`src/rtl/rv32i_mem_arbiter.sv`:
```
// rv32i_mem_arbiter
//   Single-port memory sequencer shared by the instruction-fetch path (if_*)
//   and the load/store path (dm_*). It accepts one request at a time over a
//   valid/ready handshake and drives a fixed-latency synchronous memory
//   (mem_*). The owner of the transaction gets a one-cycle response pulse.
//   Load/store wins arbitration, except that fetch wins once it has lost
//   STARVE_MAX consecutive contended arbitrations.
//
// Parameters
//   MEM_LAT    : cycles from the mem_en cycle to valid mem_rdata (1..4)
//   STARVE_MAX : contended fetch losses before fetch is forced through (1..15)
//
// Ports
//   clk, reset                      : rising-edge clock, sync active-low reset
//   if_req_valid/ready, if_addr     : fetch request handshake and byte address
//   if_rsp_valid, if_rsp_data       : fetch response pulse and instruction word
//   dm_req_valid/ready, dm_addr,
//   dm_we, dm_wdata, dm_wstrb       : load/store request
//   dm_rsp_valid, dm_rsp_data       : load data / store ack (data 0 on ack)
//   mem_en, mem_we, mem_addr,
//   mem_wdata, mem_rdata            : synchronous memory port (word address)
//   busy                            : transaction in flight
module rv32i_mem_arbiter #(
  parameter int MEM_LAT    = 1,
  parameter int STARVE_MAX = 4
) (
  input  logic        clk,
  input  logic        reset,
  input  logic        if_req_valid,
  output logic        if_req_ready,
  input  logic [31:0] if_addr,
  output logic        if_rsp_valid,
  output logic [31:0] if_rsp_data,
  input  logic        dm_req_valid,
  output logic        dm_req_ready,
  input  logic [31:0] dm_addr,
  input  logic        dm_we,
  input  logic [31:0] dm_wdata,
  input  logic [3:0]  dm_wstrb,
  output logic        dm_rsp_valid,
  output logic [31:0] dm_rsp_data,
  output logic        mem_en,
  output logic [3:0]  mem_we,
  output logic [31:0] mem_addr,
  output logic [31:0] mem_wdata,
  input  logic [31:0] mem_rdata,
  output logic        busy
);

  localparam logic [2:0] LAT_LD     = 3'(MEM_LAT);
  localparam logic [3:0] STARVE_LIM = 4'(STARVE_MAX);

  typedef enum logic [1:0] {
    S_IDLE,
    S_ACCESS,
    S_WAIT
  } state_t;

  state_t      state;
  state_t      state_nxt;
  logic [2:0]  wait_cnt;
  logic [3:0]  starve_cnt;
  logic        owner_dm;
  logic        is_store;
  logic        grant_if;
  logic        grant_dm;
  logic        accept;
  logic        last_wait;

  // Arbitration and next state. Ready is a combinational function of the
  // valids while idle; nothing is granted outside IDLE.
  always_comb begin
    state_nxt    = state;
    grant_if     = 1'b0;
    grant_dm     = 1'b0;
    if_req_ready = 1'b0;
    dm_req_ready = 1'b0;
    case (state)
      S_IDLE: begin
        grant_dm     = dm_req_valid && !(if_req_valid && (starve_cnt == STARVE_LIM));
        grant_if     = if_req_valid && !grant_dm;
        if_req_ready = grant_if;
        dm_req_ready = grant_dm;
        if (grant_if || grant_dm) begin
          state_nxt = S_ACCESS;
        end
      end
      S_ACCESS: state_nxt = S_WAIT;
      S_WAIT: begin
        if (wait_cnt == 3'd1) begin
          state_nxt = S_IDLE;
        end
      end
      default: state_nxt = S_IDLE;
    endcase
  end

  assign accept    = grant_if || grant_dm;
  assign last_wait = (state == S_WAIT) && (wait_cnt == 3'd1);
  assign busy      = (state != S_IDLE);

  always_ff @(posedge clk) begin
    if (!reset) begin
      state <= S_IDLE;
    end else begin
      state <= state_nxt;
    end
  end

  // Starvation guard: counts contended IDLE cycles that fetch lost.
  always_ff @(posedge clk) begin
    if (!reset) begin
      starve_cnt <= '0;
    end else if (state == S_IDLE) begin
      if (!if_req_valid || grant_if) begin
        starve_cnt <= '0;
      end else if (grant_dm && (starve_cnt != STARVE_LIM)) begin
        starve_cnt <= starve_cnt + 4'd1;
      end
    end
  end

  // Memory latency counter: loaded on the way out of ACCESS, the read data
  // is valid in the cycle where it reaches 1.
  always_ff @(posedge clk) begin
    if (!reset) begin
      wait_cnt <= '0;
    end else if (state == S_ACCESS) begin
      wait_cnt <= LAT_LD;
    end else if (state == S_WAIT) begin
      wait_cnt <= wait_cnt - 3'd1;
    end
  end

  // Handshake capture -> ACCESS: the request is registered straight into the
  // memory port so mem_en/mem_we are live for exactly the ACCESS cycle.
  always_ff @(posedge clk) begin
    if (!reset) begin
      owner_dm  <= 1'b0;
      is_store  <= 1'b0;
      mem_en    <= 1'b0;
      mem_we    <= '0;
      mem_addr  <= '0;
      mem_wdata <= '0;
    end else begin
      mem_en <= accept;
      mem_we <= (grant_dm && dm_we) ? dm_wstrb : 4'b0000;
      if (accept) begin
        owner_dm  <= grant_dm;
        is_store  <= grant_dm && dm_we;
        mem_addr  <= (grant_dm ? dm_addr : if_addr) & 32'hFFFF_FFFC;
        mem_wdata <= grant_dm ? dm_wdata : 32'h0;
      end
    end
  end

  // Last WAIT cycle -> response: read data is registered into the owner's
  // response, the other requester's data register holds.
  always_ff @(posedge clk) begin
    if (!reset) begin
      if_rsp_valid <= 1'b0;
      dm_rsp_valid <= 1'b0;
      if_rsp_data  <= '0;
      dm_rsp_data  <= '0;
    end else begin
      if_rsp_valid <= last_wait && !owner_dm;
      dm_rsp_valid <= last_wait && owner_dm;
      if (last_wait && !owner_dm) begin
        if_rsp_data <= mem_rdata;
      end
      if (last_wait && owner_dm) begin
        dm_rsp_data <= is_store ? 32'h0 : mem_rdata;
      end
    end
  end

endmodule

```
`config.mk`:
```
export PLATFORM = sky130hd
export DESIGN_NAME = rv32i_mem_arbiter
export DESIGN_NICKNAME = d
export VERILOG_FILES = /design/src/rtl/rv32i_mem_arbiter.sv
export SDC_FILE = /design/constraint.sdc
export NUM_CORES = 1
export LEC_CHECK = 0
export ABC_AREA = 1
export BUFFER_PORTS_ARGS = -buffer_cell sky130_fd_sc_hd__clkbuf_2
export CORE_ASPECT_RATIO = 0.9
export CORE_MARGIN = 2
export CORE_UTILIZATION = 47
export DETAILED_ROUTE_END_ITERATION = 7
export HOLD_SLACK_MARGIN = 0.02
export PLACE_DENSITY = 0.81
export SLEW_MARGIN = 0
export SYNTH_ARGS = -nofsm -noshare
export SYNTH_HDL_FRONTEND = slang
export SYNTH_SLANG_ARGS = --single-unit
```
`constraint.sdc`:
```
create_clock -name clk -period 1.7 [get_ports clk]
set_input_delay 0.17 -clock clk [delete_from_list [all_inputs] [get_ports clk]]
set_output_delay 0.17 -clock clk [all_outputs]
set_load 0.005 [all_outputs]
```
Yosys cells after proc, flatten, opt, wreduce, memory -nomap -nowiden. Cells that the tools add are included.

Bitwise operators: 1. Reduce and logical (&&, ||, !) cells: 23. Equality and inequality tests: 7. Multiplexer cells: 12. $add $sub $neg: 2.

Operators by type and width (count): $mux 32 (3); $logic_and 1x1->1 (8); $mux 4 (2); $pmux 2 s3 (1); $reduce_and 2->1 (3); $reduce_bool 2->1 (3); $add 4x1->4 const B (1); $eq 4x3->1 const B (1); $logic_not 1->1 (4); $mux 1 (4); $mux 2 (2); $ne 4x3->1 const B (1); $eq 3x1->1 const B (1); $logic_or 1x1->1 (3); $sub 3x1->3 const B (1); $eq 2x1->1 const B (1); $eq 2x2->1 const B (1); $logic_not 2->1 (1); $ne 2x1->1 const B (1); $ne 2x2->1 const B (1); $reduce_or 2->1 (1); $not 1->1 (1).

Bits of input ports: 137. Bits in registers: 144. Logic and storage cells: 59.

Longest topological paths before layout. Gate-level depths: netlist (run 1).

Depth in word-level cells: 10. Mapped depth: 11. Mapped depth without buffers: 10.

Worst setup path after synthesis (run 1). Ideal clock, no wire load.

Path kind: reg-to-reg. Start: register state[0]. End: register if_rsp_data[0]. Stages on the path, launching flop included: 10. Data arrival time: 1.238 ns. Slack: 0.346 ns. Clock period less this slack: 1.354 ns. Required time: 1.584 ns. Library setup time: 0.116 ns. Cells stage by stage: dfxtp_1 > inv_1 > ha_1 > buf_2 > nand2_1 > nor2_2 > inv_2 > buf_2 > nor2_1 > nor2_1.

Longest elaborated chain between the ends: 3.

RTL lines: start, declared (line 59) `state_t state;`; start signal, assigned (line 106) `state <= state_nxt;`; $eq 2x2->1 (line 99) `assign last_wait = (state == S_WAIT) && (wait_cnt == 3'd1);`; $logic_and 1x1->1 (line 99); $logic_and 1x1->1 (line 168) `if (last_wait && !owner_dm) begin`; end signal, assigned (line 169) `if_rsp_data <= mem_rdata;`; end, declared (line 33) `output logic [31:0] if_rsp_data,`.

Every way passes these cells. A chain may end at the register's enable or synchronous reset.

Final worst setup path (run 1).
Start: register starve_cnt[0]. End: output if_req_ready.

Longest elaborated chain between the ends: 7.

RTL lines: start, declared (line 62) `logic [3:0] starve_cnt;`; start signal, assigned (line 118) `starve_cnt <= starve_cnt + 4'd1;`; $eq 4x3->1 (line 80) `grant_dm = dm_req_valid && !(if_req_valid && (starve_cnt == STARVE_LIM));`; $logic_and 1x1->1 (line 80); $logic_not 1->1 (line 80); $logic_and 1x1->1 (line 80); $logic_not 1->1 (line 81) `grant_if = if_req_valid && !grant_dm;`; $logic_and 1x1->1 (line 81); $mux 1 (line 78) `case (state)`; end, declared (line 30) `output logic if_req_ready,`.

Every way passes these cells.

==> run metrics, run 1 <==
Setup Viol. Count Final=0; final critical-path share of the clock period=roughly 100%; critical path fanouts, max=3; CTS H-Tree Depth=4; RePlAce Congestion=0.8421; accumulated negative setup slack=0 ns; Hold Slack=~0.035 ns; CP required=between 1.5 and 2 ns; kind of end point of the critical path=primary output; relative area change from synthesis to final layout=48.70%; mean instance size in the synthesized netlist=roughly 7.7 um^2; number of buffers inserted by port buffering=approximately 270; overall via count from detail_route=about 6400; highest-count cells in the layout ignoring fill and taps=sky130_fd_sc_hd__clkbuf_2, sky130_fd_sc_hd__nand2_1, sky130_fd_sc_hd__dfxtp_1; number of routed nets with antenna violations=0; P_leak=0.004448 uW; largest vdd supply drop=roughly 1.1 mV; maximum capacitance violations=0; summed instance area of the synthesized netlist=0.005853 mm^2; iteration count of the initial detailed-routing pass=7; TritonCTS sink count=144; number of cell rows=38; Clk Latency, worst-skew pair=approximately 0.41 ns; Final Instance Count excl. Fillers=between 1000 and 1500; total gr overflow=0; starting utilization of the core area=between 40% and 50%; post-DP HPWL=11.27 mm; number of unique standard cell types used by synthesis=28; 1st-iter DRT viols=445; outcome=finished, final reports clean; post-detailed-routing wire length=around 19 mm; total DRC errors in the routed layout=0; sort of element at the start of the critical path=flop; proportion of synthesized chip area in sequential cells=between 40% and 50%; clock transition at the registers of the reported paths=approximately 0.060 ns; vias in the first global route=5996; Data arrival, critical path=around 1.5 ns; areal power density over the cells=1368 mW/mm^2; I/O pin count=275; all-layer global routing usage=between 20% and 30%; average wire per standard cell=14.74 um; final hold violation count=0; maximum number of buffers from clock root to sink=2; RSZ-0062 raised after global routing=yes; final net count=1237; TritonCTS clock tree=done; R2R Setup Slk=approximately 0.01 ns; area of the die=approximately 0.013 mm^2; class of the most critical setup path=reg -> out; max-slew violations=0; YS warnings=0; share of final-layout standard cells stronger than drive strength 1=roughly a third; area of the core region=approximately 0.012 mm^2; minimum period implied by the final worst setup slack=roughly 1.7 ns; initial antenna violation count=0; die extent in y=about 110 um; via/cell ratio=5.091; number of CTS-inserted buffers=17; filler cell count in the final layout=between 800 and 900; placed cell count=around 1200; FF+latch count, synth=approximately 140; most common library cell in the layout ignoring fill and taps=sky130_fd_sc_hd__clkbuf_2; pin count of the biggest net entering global routing=just over 60; Post-Syn Instances=roughly 760; achievable clock frequency=about 0.6 GHz; cell chosen for the clock root=sky130_fd_sc_hd__clkbuf_16; Hold Crit Class=in -> reg; diode count=0; wire length of the first global-routing pass=28.28 mm; setup clock skew after layout=around 0.0087 ns; Die X=approximately 120 um
repair_timing:
| action | CTS | global route |
|---|---|---|
| setup buffers | 9 | 4 |
| gates resized for setup | 19 | 6 |
| hold buffers | 63 | 0 |
| gates cloned | 1 | 1 |
| pin swaps | 3 | 3 |
| endpoints found under the hold margin | 79 | 0 |
| setup endpoints to repair | 3 | 37 |
worst paths after layout:
check / from / endpoint / cells after the start
hold / removal: mem_rdata[27] / if_rsp_data[27] / 3
setup reg to reg: starve_cnt[0] / starve_cnt[3] / 14
setup / recovery: starve_cnt[0] / if_req_ready / 10
hold reg to reg: mem_wdata[12] / mem_wdata[12] / 2
power breakdown:
part / internal [uW] / total, uW / switching [uW] / leakage, uW
logic: 1730 / 4040 / 2310 / 0.00300
registers: 4000 / 4330 / 329 / 0.00118
clock network: 2220 / 3540 / 1320 / 0.000277
total: 7950 / 11900 / 3960 / 0.00445
cell families (layout without fill, tap and decap cells):
| logic type | Yosys count | after routing | synth area share [%] |
|---|---|---|---|
| adders and majority gates | 7 | 7 | 1.496 |
| buffers and inverters | 114 | 452 | 9.299 |
| AOI/OAI and AO/OA | 140 | 140 | 13.51 |
| and+or+nand+nor | 358 | 358 | 26.38 |
| other | 1 | 2 | 0.06407 |
| DFF | 144 | 144 | 49.25 |
metrics by stage:
stage	setup WS [ns]	util [%]	cell area (um^2)	power (uW)
2_1_floorplan	0.3464	-	5857	6775
3_3_place_gp	0.1743	60.13	7291	7909
3_5_place_dp	0.1232	60.13	7291	7985
4_1_cts	-0.02563	71.33	8648	11800
5_1_grt	-0.1122	71.79	8703	12620
6_report	0.0002308	71.79	8703	11910
cell type report:
cell class / instances / area (um^2) / share of cell area, %
clock inverters: 4 / 51.30 / 0.5894
repair buffers: 367 / 2346 / 26.96
well taps: 160 / 200.2 / 2.300
clock buffers: 25 / 515.5 / 5.923
multi-input cells: 507 / 2477 / 28.46
inverters: 55 / 219.0 / 2.516
flip-flops and latches: 144 / 2885 / 33.15
repair inverters: 1 / 8.758 / 0.1006
cells in the mapped netlist:
master / count / share of area, %
sky130_fd_sc_hd__nand2_1: 170 / 11
sky130_fd_sc_hd__dfxtp_1: 144 / 49
sky130_fd_sc_hd__nor2_1: 80 / 5.1
sky130_fd_sc_hd__nand3_1: 69 / 5.9
sky130_fd_sc_hd__o21ai_0: 64 / 5.5
sky130_fd_sc_hd__inv_1: 50 / 3.2
sky130_fd_sc_hd__a21oi_1: 38 / 3.2
sky130_fd_sc_hd__nand4_1: 32 / 3.4
sky130_fd_sc_hd__o21a_1: 30 / 3.8
sky130_fd_sc_hd__buf_2: 25 / 2.1
sky130_fd_sc_hd__clkbuf_1: 17 / 1.1
sky130_fd_sc_hd__buf_6: 9 / 1.7
sky130_fd_sc_hd__ha_1: 7 / 1.5
sky130_fd_sc_hd__o21ai_1: 5 / 0.43
sky130_fd_sc_hd__buf_1: 4 / 0.26
sky130_fd_sc_hd__buf_4: 4 / 0.51
sky130_fd_sc_hd__inv_2: 4 / 0.26
sky130_fd_sc_hd__nor2_2: 2 / 0.21
sky130_fd_sc_hd__a211oi_1: 1 / 0.13
sky130_fd_sc_hd__a31oi_1: 1 / 0.11
sky130_fd_sc_hd__conb_1: 1 / 0.064
sky130_fd_sc_hd__inv_4: 1 / 0.11
sky130_fd_sc_hd__nand2_4: 1 / 0.19
sky130_fd_sc_hd__nand3_4: 1 / 0.30
sky130_fd_sc_hd__nor3_1: 1 / 0.085
sky130_fd_sc_hd__nor3b_1: 1 / 0.13
sky130_fd_sc_hd__o21ai_4: 1 / 0.28
sky130_fd_sc_hd__or2_2: 1 / 0.11
sequential cells by signal, indices dropped and copies added, names as in the netlist:
signal / count
owner_dm: 1
mem_we: 4
if_rsp_data: 32
state: 2
is_store: 1
if_rsp_valid: 1
dm_rsp_data: 32
mem_wdata: 32
starve_cnt: 4
mem_en: 1
dm_rsp_valid: 1
wait_cnt: 3
mem_addr: 30
layer usage:
layer  share of wire, %  track usage (%)  vias to the layer above  wire, um
met4                3.9            14.94                        0       717
met5                  0                0                        -         0
met3                9.0            8.299                       59      1676
li1                   -                -                     3155         -
met1                 38            29.68                     2899      7095
met2                 49            46.27                      317      9126
critical path, cell delays in order, from the launching register on:
cell	delay [ns]
sky130_fd_sc_hd__dfxtp_2	0.32
sky130_fd_sc_hd__inv_2	0.08
sky130_fd_sc_hd__ha_4	0.14
sky130_fd_sc_hd__nand2_2	0.05
sky130_fd_sc_hd__inv_2	0.07
sky130_fd_sc_hd__nand2_4	0.07
sky130_fd_sc_hd__buf_12	0.13
sky130_fd_sc_hd__nand2_4	0.04
sky130_fd_sc_hd__nand2_2	0.04
sky130_fd_sc_hd__nor2_1	0.07
sky130_fd_sc_hd__buf_2	0.12
(Power assumes the default switching activity.)
==> run 2, diff against run 1 <==
CORE_UTILIZATION = 42   (was 47)
PLACE_DENSITY = 0.76   (was 0.81)
clock period = 1.4 ns   (was 1.7 ns; I/O delays follow)
==> run metrics, run 2 (same netlist as run 1, synthesis figures left out) <==
I/O pin count=275 (unchanged); post-DP HPWL=12.06 mm (was 11.27 mm); TritonCTS clock tree=done (unchanged); CP required=1.71 ns (was 1.53 ns); number of buffers inserted by port buffering=268 (unchanged); overall via count from detail_route=8216 (was 6430); largest vdd supply drop=1.410 mV (was 1.071 mV); Critical Path Start=starve_cnt[0] (unchanged); via/cell ratio=5.924 (was 5.091); Top Registers=dm_rsp_data x32, if_rsp_data x32, mem_wdata x32 (unchanged); area of the die=0.01490 mm^2 (was 0.01336 mm^2); Clk Latency, worst-skew pair=0.43 ns (was 0.41 ns); final critical-path share of the clock period=150.1%; wire length of the first global-routing pass=38.06 mm (was 28.28 mm); average wire per standard cell=23.95 um (was 14.74 um); Setup Viol. Count Final=138 (was 0); number of cell rows=40 (was 38); most common library cell in the layout ignoring fill and taps=sky130_fd_sc_hd__clkbuf_2 (unchanged); kind of end point of the critical path=flop (was primary output); number of routed nets with antenna violations=0 (unchanged); share of final-layout standard cells stronger than drive strength 1=57.03% (was 32.28%); clock transition at the registers of the reported paths=0.07 ns (was 0.06 ns); Post-Place Setup Slack=-0.1315 ns (was 0.1232 ns); number of CTS-inserted buffers=17 (unchanged); area of the core region=0.01346 mm^2 (was 0.01212 mm^2); met3 track demand over resource in global routing=11.03% (was 8.299%); worst setup slack after layout=-0.7018 ns (was 0.0002308 ns); Hold Crit Class=in -> reg (unchanged); die extent in y=116.0 um (was 109.9 um); iteration count of the initial detailed-routing pass=8 (was 7); outcome=finished, violations left (was finished, final reports clean); RSZ-0062 raised after global routing=yes (unchanged); relative area change from synthesis to final layout=99.89% (was 48.70%); RePlAce Congestion=0.8259 (was 0.8421); setup clock skew after layout=0.01227 ns (was 0.008651 ns); maximum number of buffers from clock root to sink=2 (unchanged); initial antenna violation count=1 (was 0); Data arrival, critical path=2.41 ns (was 1.53 ns); accumulated negative setup slack=-30.81 ns (was 0 ns); cell chosen for the clock root=sky130_fd_sc_hd__clkbuf_16 (unchanged); Die X=128.4 um (was 121.6 um); highest-count cells in the layout ignoring fill and taps=sky130_fd_sc_hd__clkbuf_2, sky130_fd_sc_hd__dfxtp_1, sky130_fd_sc_hd__dlygate4sd3_1 (was sky130_fd_sc_hd__clkbuf_2, sky130_fd_sc_hd__nand2_1, sky130_fd_sc_hd__dfxtp_1); post-detailed-routing wire length=33.22 mm (was 18.62 mm); final net count=1348 (was 1237); sort of element at the start of the critical path=flop (unchanged); met2 routing resource usage after global routing=57.87% (was 46.27%); class of the most critical setup path=reg -> reg (was reg -> out); Worst R2R Start=starve_cnt[0] (unchanged); all-layer global routing usage=32.92% (was 26.85%); max-slew violations=0 (unchanged); busiest layer in global routing=met2 (unchanged); total DRC errors in the routed layout=0 (unchanged); minimum period implied by the final worst setup slack=approximately 2.1 ns; violations in the final reports=setup timing; total gr overflow=0 (unchanged); CTS H-Tree Depth=4 (unchanged); grt met1 use=33.05% (was 29.68%); achievable clock frequency=~0.48 GHz; vias in the first global route=7575 (was 5996); beginning of the worst hold path=dm_addr[23] (was mem_rdata[27]); pin count of the biggest net entering global routing=34 (was 61); critical path fanouts, max=6 (was 3); 1st-iter DRT viols=941 (was 445); TritonCTS sink count=144 (unchanged); P_leak=0.005582 uW (was 0.004448 uW); maximum capacitance violations=0 (unchanged); final hold violation count=0 (unchanged); areal power density over the cells=1816 mW/mm^2 (was 1368 mW/mm^2); starting utilization of the core area=43.48% (was 48.28%)
## run 2: cell count changes in the layout (fill, tap and decap cells not counted), moves of 35 or more
| cell | previous run | this run |
|---|---|---|
| sky130_fd_sc_hd__nand2_1 | 167 | 68 |
| sky130_fd_sc_hd__nand2_2 | 2 | 68 |
| sky130_fd_sc_hd__nand3_1 | 69 | 20 |
| sky130_fd_sc_hd__nand3_2 | 0 | 44 |
| sky130_fd_sc_hd__nor2_1 | 79 | 40 |
| sky130_fd_sc_hd__o21ai_0 | 64 | 27 |
| sky130_fd_sc_hd__nor2_4 | 1 | 37 |
| sky130_fd_sc_hd__dlygate4sd3_1 | 63 | 98 |
## run 2: timing repair
item                                    CTS  global route
gates resized for setup                 222           265
hold buffers                             98             0
buffers inserted                         30            28
gates cloned                             12            10
pin swaps                                65            57
endpoints found under the hold margin   130             0
endpoints found under the setup margin  118           143
## run 2: path summary, 6_finish.rpt
kind / slack, ns / endpoint / depth (start not counted)
worst min-delay path: 0.10 / mem_addr[23] / 5
worst min register to register: 0.47 / mem_wdata[19] / 2
worst max-delay path: -0.70 / mem_addr[19] / 14
worst max register to register: -0.70 / mem_addr[19] / 14
## run 2: layout make-up
class | instances | area, um^2
inverters | 55 | 236.5
diodes | 2 | 5.005
well taps | 168 | 210.2
clock buffers | 18 | 439.2
clock inverters | 14 | 177.7
multi-input cells | 507 | 3736
fillers | 553 | 1763
flip-flops and latches | 144 | 2890
repair buffers | 479 | 4005
## run 2: metal layers
metal	up-vias	share of wire, %
li1	3387	-
met1	3780	32
met2	730	48
met3	319	11
met4	0	8.8
met5	-	0
## run 2: metrics by stage
step	power (uW)	instance area, um^2	hold slack [ns]	util, %	instances
floorplan	8227	5857	0.2522	-	765
global placement	10030	7536	0.3474	55.98	1187
detailed placement	10110	7536	0.3452	55.98	1187
CTS	18430	10510	0.02738	78.09	1357
global route	21870	11700	0.1133	86.89	1386
finish	21250	11700	0.1005	86.91	1387
## run 2: critical path, cell delays in order, from the launching register on
cell	delay, ns
sky130_fd_sc_hd__dfxtp_2	0.34
sky130_fd_sc_hd__inv_2	0.05
sky130_fd_sc_hd__ha_4	0.16
sky130_fd_sc_hd__nand2_2	0.06
sky130_fd_sc_hd__inv_2	0.05
sky130_fd_sc_hd__nand2_4	0.09
sky130_fd_sc_hd__nand3_4	0.08
sky130_fd_sc_hd__buf_4	0.15
sky130_fd_sc_hd__buf_8	0.13
sky130_fd_sc_hd__buf_12	0.12
sky130_fd_sc_hd__buf_16	0.15
sky130_fd_sc_hd__nand2_4	0.07
sky130_fd_sc_hd__nand3_2	0.17
sky130_fd_sc_hd__nand2_1	0.26
sky130_fd_sc_hd__inv_1	0.09
## run 2: report_power, final
group | switching (uW) | total, uW | internal, uW | leakage [uW]
logic | 5530 | 10900 | 5390 | 0.00412
clock network | 2010 | 4890 | 2880 | 0.000290
registers | 583 | 5450 | 4870 | 0.00118
==> run 3, diff against run 2 <==
SETUP_SLACK_MARGIN = 0.1   (was not set)
==> run metrics, run 3 (same netlist as run 1, synthesis figures left out) <==
vias in the first global route=7913 (was 7575); kind of end point of the critical path=primary output (was flop); Data arrival, critical path=1.62 ns (was 2.41 ns); total length of routed met3 wires=2.778 mm (was 3.707 mm); initial antenna violation count=0 (was 1); violations in the final reports=setup timing (unchanged); highest-count cells in the layout ignoring fill and taps=sky130_fd_sc_hd__clkbuf_2, sky130_fd_sc_hd__dfxtp_1, sky130_fd_sc_hd__nand2_1 (was sky130_fd_sc_hd__clkbuf_2, sky130_fd_sc_hd__dfxtp_1, sky130_fd_sc_hd__dlygate4sd3_1); Die X=128.4 um (unchanged); most frequent cell on the critical path=sky130_fd_sc_hd__nand2_2; slowest CP cell=sky130_fd_sc_hd__dfxtp_2 (unchanged); areal power density over the cells=1691 mW/mm^2 (was 1816 mW/mm^2); placed cell count=1183 (was 1187); 1st-iter DRT viols=695 (was 941); total gr overflow=0 (unchanged); post-detailed-routing wire length=30.24 mm (was 33.22 mm); starting utilization of the core area=43.48% (unchanged); relative area change from synthesis to final layout=97.88% (was 99.89%); pin count of the biggest net entering global routing=56 (was 34); count of buffering cells on the critical path with inverters included=4 (was 7); final net count=1327 (was 1348); wire length of the first global-routing pass=39.83 mm (was 38.06 mm); iteration count of the initial detailed-routing pass=6 (was 8); Setup Viol. Count Final=138 (unchanged); sort of element at the start of the critical path=flop (unchanged); diode count=0 (was 2); maximum number of buffers from clock root to sink=2 (unchanged); worst setup slack after layout=-0.3643 ns (was -0.7018 ns); die extent in y=116.0 um (unchanged); most common library cell in the layout ignoring fill and taps=sky130_fd_sc_hd__clkbuf_2 (unchanged); largest vdd supply drop=1.044 mV (was 1.410 mV); filler cell count in the final layout=606 (was 553); cell chosen for the clock root=sky130_fd_sc_hd__clkbuf_16 (unchanged); CTS H-Tree Depth=4 (unchanged); Top Registers=dm_rsp_data x32, if_rsp_data x32, mem_wdata x32 (unchanged); I/O pin count=275 (unchanged); setup clock skew after layout=0.01361 ns (was 0.01227 ns); TritonCTS sink count=144 (unchanged); average wire per standard cell=22.17 um (was 23.95 um); P_leak=0.005500 uW (was 0.005582 uW); area of the core region=0.01346 mm^2 (unchanged); highest routing layer actually used=met4 (unchanged); number of buffers inserted by port buffering=268 (unchanged); area used by multi-input combinational logic=0.003895 mm^2 (was 0.003736 mm^2); share of final-layout standard cells stronger than drive strength 1=57.36% (was 57.03%); amount of wire on met2 after detailed routing=14.93 mm (was 15.81 mm); RePlAce Congestion=0.8043 (was 0.8259); total routed wire length on the met1 layer=10.47 mm (was 10.77 mm); minimum period implied by the final worst setup slack=1.764 ns (was 2.102 ns); delay of the slowest cell on the worst path=0.33 ns (was 0.34 ns); outcome=finished, violations left (unchanged); final hold violation count=0 (unchanged); critical path fanouts, max=3 (was 6); total DRC errors in the routed layout=0 (unchanged); crit-path cells=inv_2 -> ha_4 -> nand2_2 -> inv_2 -> nand2_4 -> buf_8 -> nand2_2 -> nand2_2 -> nor2_1 -> buf_2 (was inv_2 -> ha_4 -> nand2_2 -> inv_2 -> nand2_4 -> nand3_4 -> buf_4 -> buf_8 -> buf_12 -> buf_16 -> nand2_4 -> nand3_2 -> nand2_1 -> inv_1); Final Instance Count excl. Fillers=1364 (was 1387); footprint of the flip-flops and latches=0.002890 mm^2 (unchanged); clock transition at the registers of the reported paths=0.06 ns (was 0.07 ns); post-DP HPWL=11.99 mm (was 12.06 mm); Clk Latency, worst-skew pair=0.42 ns (was 0.43 ns); number of routed nets with antenna violations=0 (unchanged); accumulated negative setup slack=-17.45 ns (was -30.81 ns); overall via count from detail_route=7915 (was 8216); number of cell rows=40 (unchanged); Hold Crit Class=in -> reg (unchanged); number of CTS-inserted buffers=17 (unchanged); RSZ-0062 raised after global routing=yes (unchanged); class of the most critical setup path=reg -> out (was reg -> reg); maximum capacitance violations=0 (unchanged); via/cell ratio=5.803 (was 5.924); all-layer global routing usage=34.50% (was 32.92%); achievable clock frequency=0.5668 GHz (was 0.4758 GHz); final critical-path share of the clock period=126.0% (was 150.1%); area of the die=0.01490 mm^2 (unchanged); CP required=1.26 ns (was 1.71 ns); post-layout util=86.03% (was 86.91%); TritonCTS clock tree=done (unchanged); max-slew violations=0 (unchanged); CP top delay family=buffers and inverters (unchanged)
## run 3: cell types whose count changed in the layout (fill, tap and decap cells not counted), moves of 6 or more
cell                      previous run  this run
sky130_fd_sc_hd__nand2_2            68        23
sky130_fd_sc_hd__nand2_1            68        95
sky130_fd_sc_hd__o21ai_0            27         2
sky130_fd_sc_hd__nand2_4            34        53
sky130_fd_sc_hd__o21ai_2            31        47
sky130_fd_sc_hd__nor2_4             37        24
sky130_fd_sc_hd__buf_4              38        26
sky130_fd_sc_hd__nor2_2              5        17
sky130_fd_sc_hd__nand3_1            20        13
sky130_fd_sc_hd__o21ai_4             2         9
sky130_fd_sc_hd__nand3_4             6        12
## run 3: routing by layer
layer  track usage, %  up-vias
met5                0        -
li1                 -     3341
met3            9.603      196
met2            59.89      659
met1            37.05     3719
met4            22.78        0
## run 3: worst register-to-register path, stage by stage, from the launching register on
cell	delay, ns
sky130_fd_sc_hd__dfxtp_2	0.34
sky130_fd_sc_hd__inv_2	0.06
sky130_fd_sc_hd__ha_4	0.16
sky130_fd_sc_hd__nand2_2	0.07
sky130_fd_sc_hd__inv_2	0.05
sky130_fd_sc_hd__nand2_4	0.09
sky130_fd_sc_hd__nand3_4	0.11
sky130_fd_sc_hd__clkinv_4	0.09
sky130_fd_sc_hd__buf_6	0.09
sky130_fd_sc_hd__buf_6	0.08
sky130_fd_sc_hd__buf_8	0.14
sky130_fd_sc_hd__buf_12	0.17
sky130_fd_sc_hd__nand2_4	0.06
sky130_fd_sc_hd__a21oi_2	0.14
## run 3: metrics by stage
stage               worst slack [ns]  area (um^2)  total power [uW]  hold slack, ns
CTS                          -0.3157        10860             17530         0.02236
global route                 -0.4112        11580             20230         0.05974
detailed placement          -0.03736         7527             10200          0.3445
finish                       -0.3643        11580             19580         0.03418
floorplan                    0.06260         5867              8243          0.2522
global placement             0.01200         7527             10100          0.3473
## run 3: power breakdown
group | switching [uW] | internal [uW] | total, uW
clock | 1860 | 2850 | 4710
sequential | 536 | 4870 | 5400
combinational | 4980 | 4490 | 9470
## run 3: final cells by class
cell class                 instances  share of cell area [%]
tap                              168                   1.815
clock inverter                    13                   1.404
sequential                       144                   24.95
clock buffer                      19                   3.824
timing repair buffer             458                   32.42
inverter                          55                   1.955
multi-input combinational        507                   33.63
## run 3: timing repair
| item | CTS | global route |
|---|---|---|
| resized for setup | 305 | 217 |
| hold endpoints to repair | 124 | 0 |
| endpoints found under the setup margin | 137 | 145 |
| hold buffers | 93 | 0 |
| buffers inserted | 33 | 17 |
| pin swaps | 49 | 78 |
| cloned | 21 | 2 |
## run 3: final timing paths
kind	start	to	slack (ns)	cells after the start
setup / recovery	starve_cnt[0]	if_req_ready	-0.36	10
hold / removal	if_addr[28]	mem_addr[28]	0.03	5
setup reg to reg	starve_cnt[0]	mem_wdata[19]	-0.30	13
hold reg to reg	mem_wdata[1]	mem_wdata[1]	0.47	2
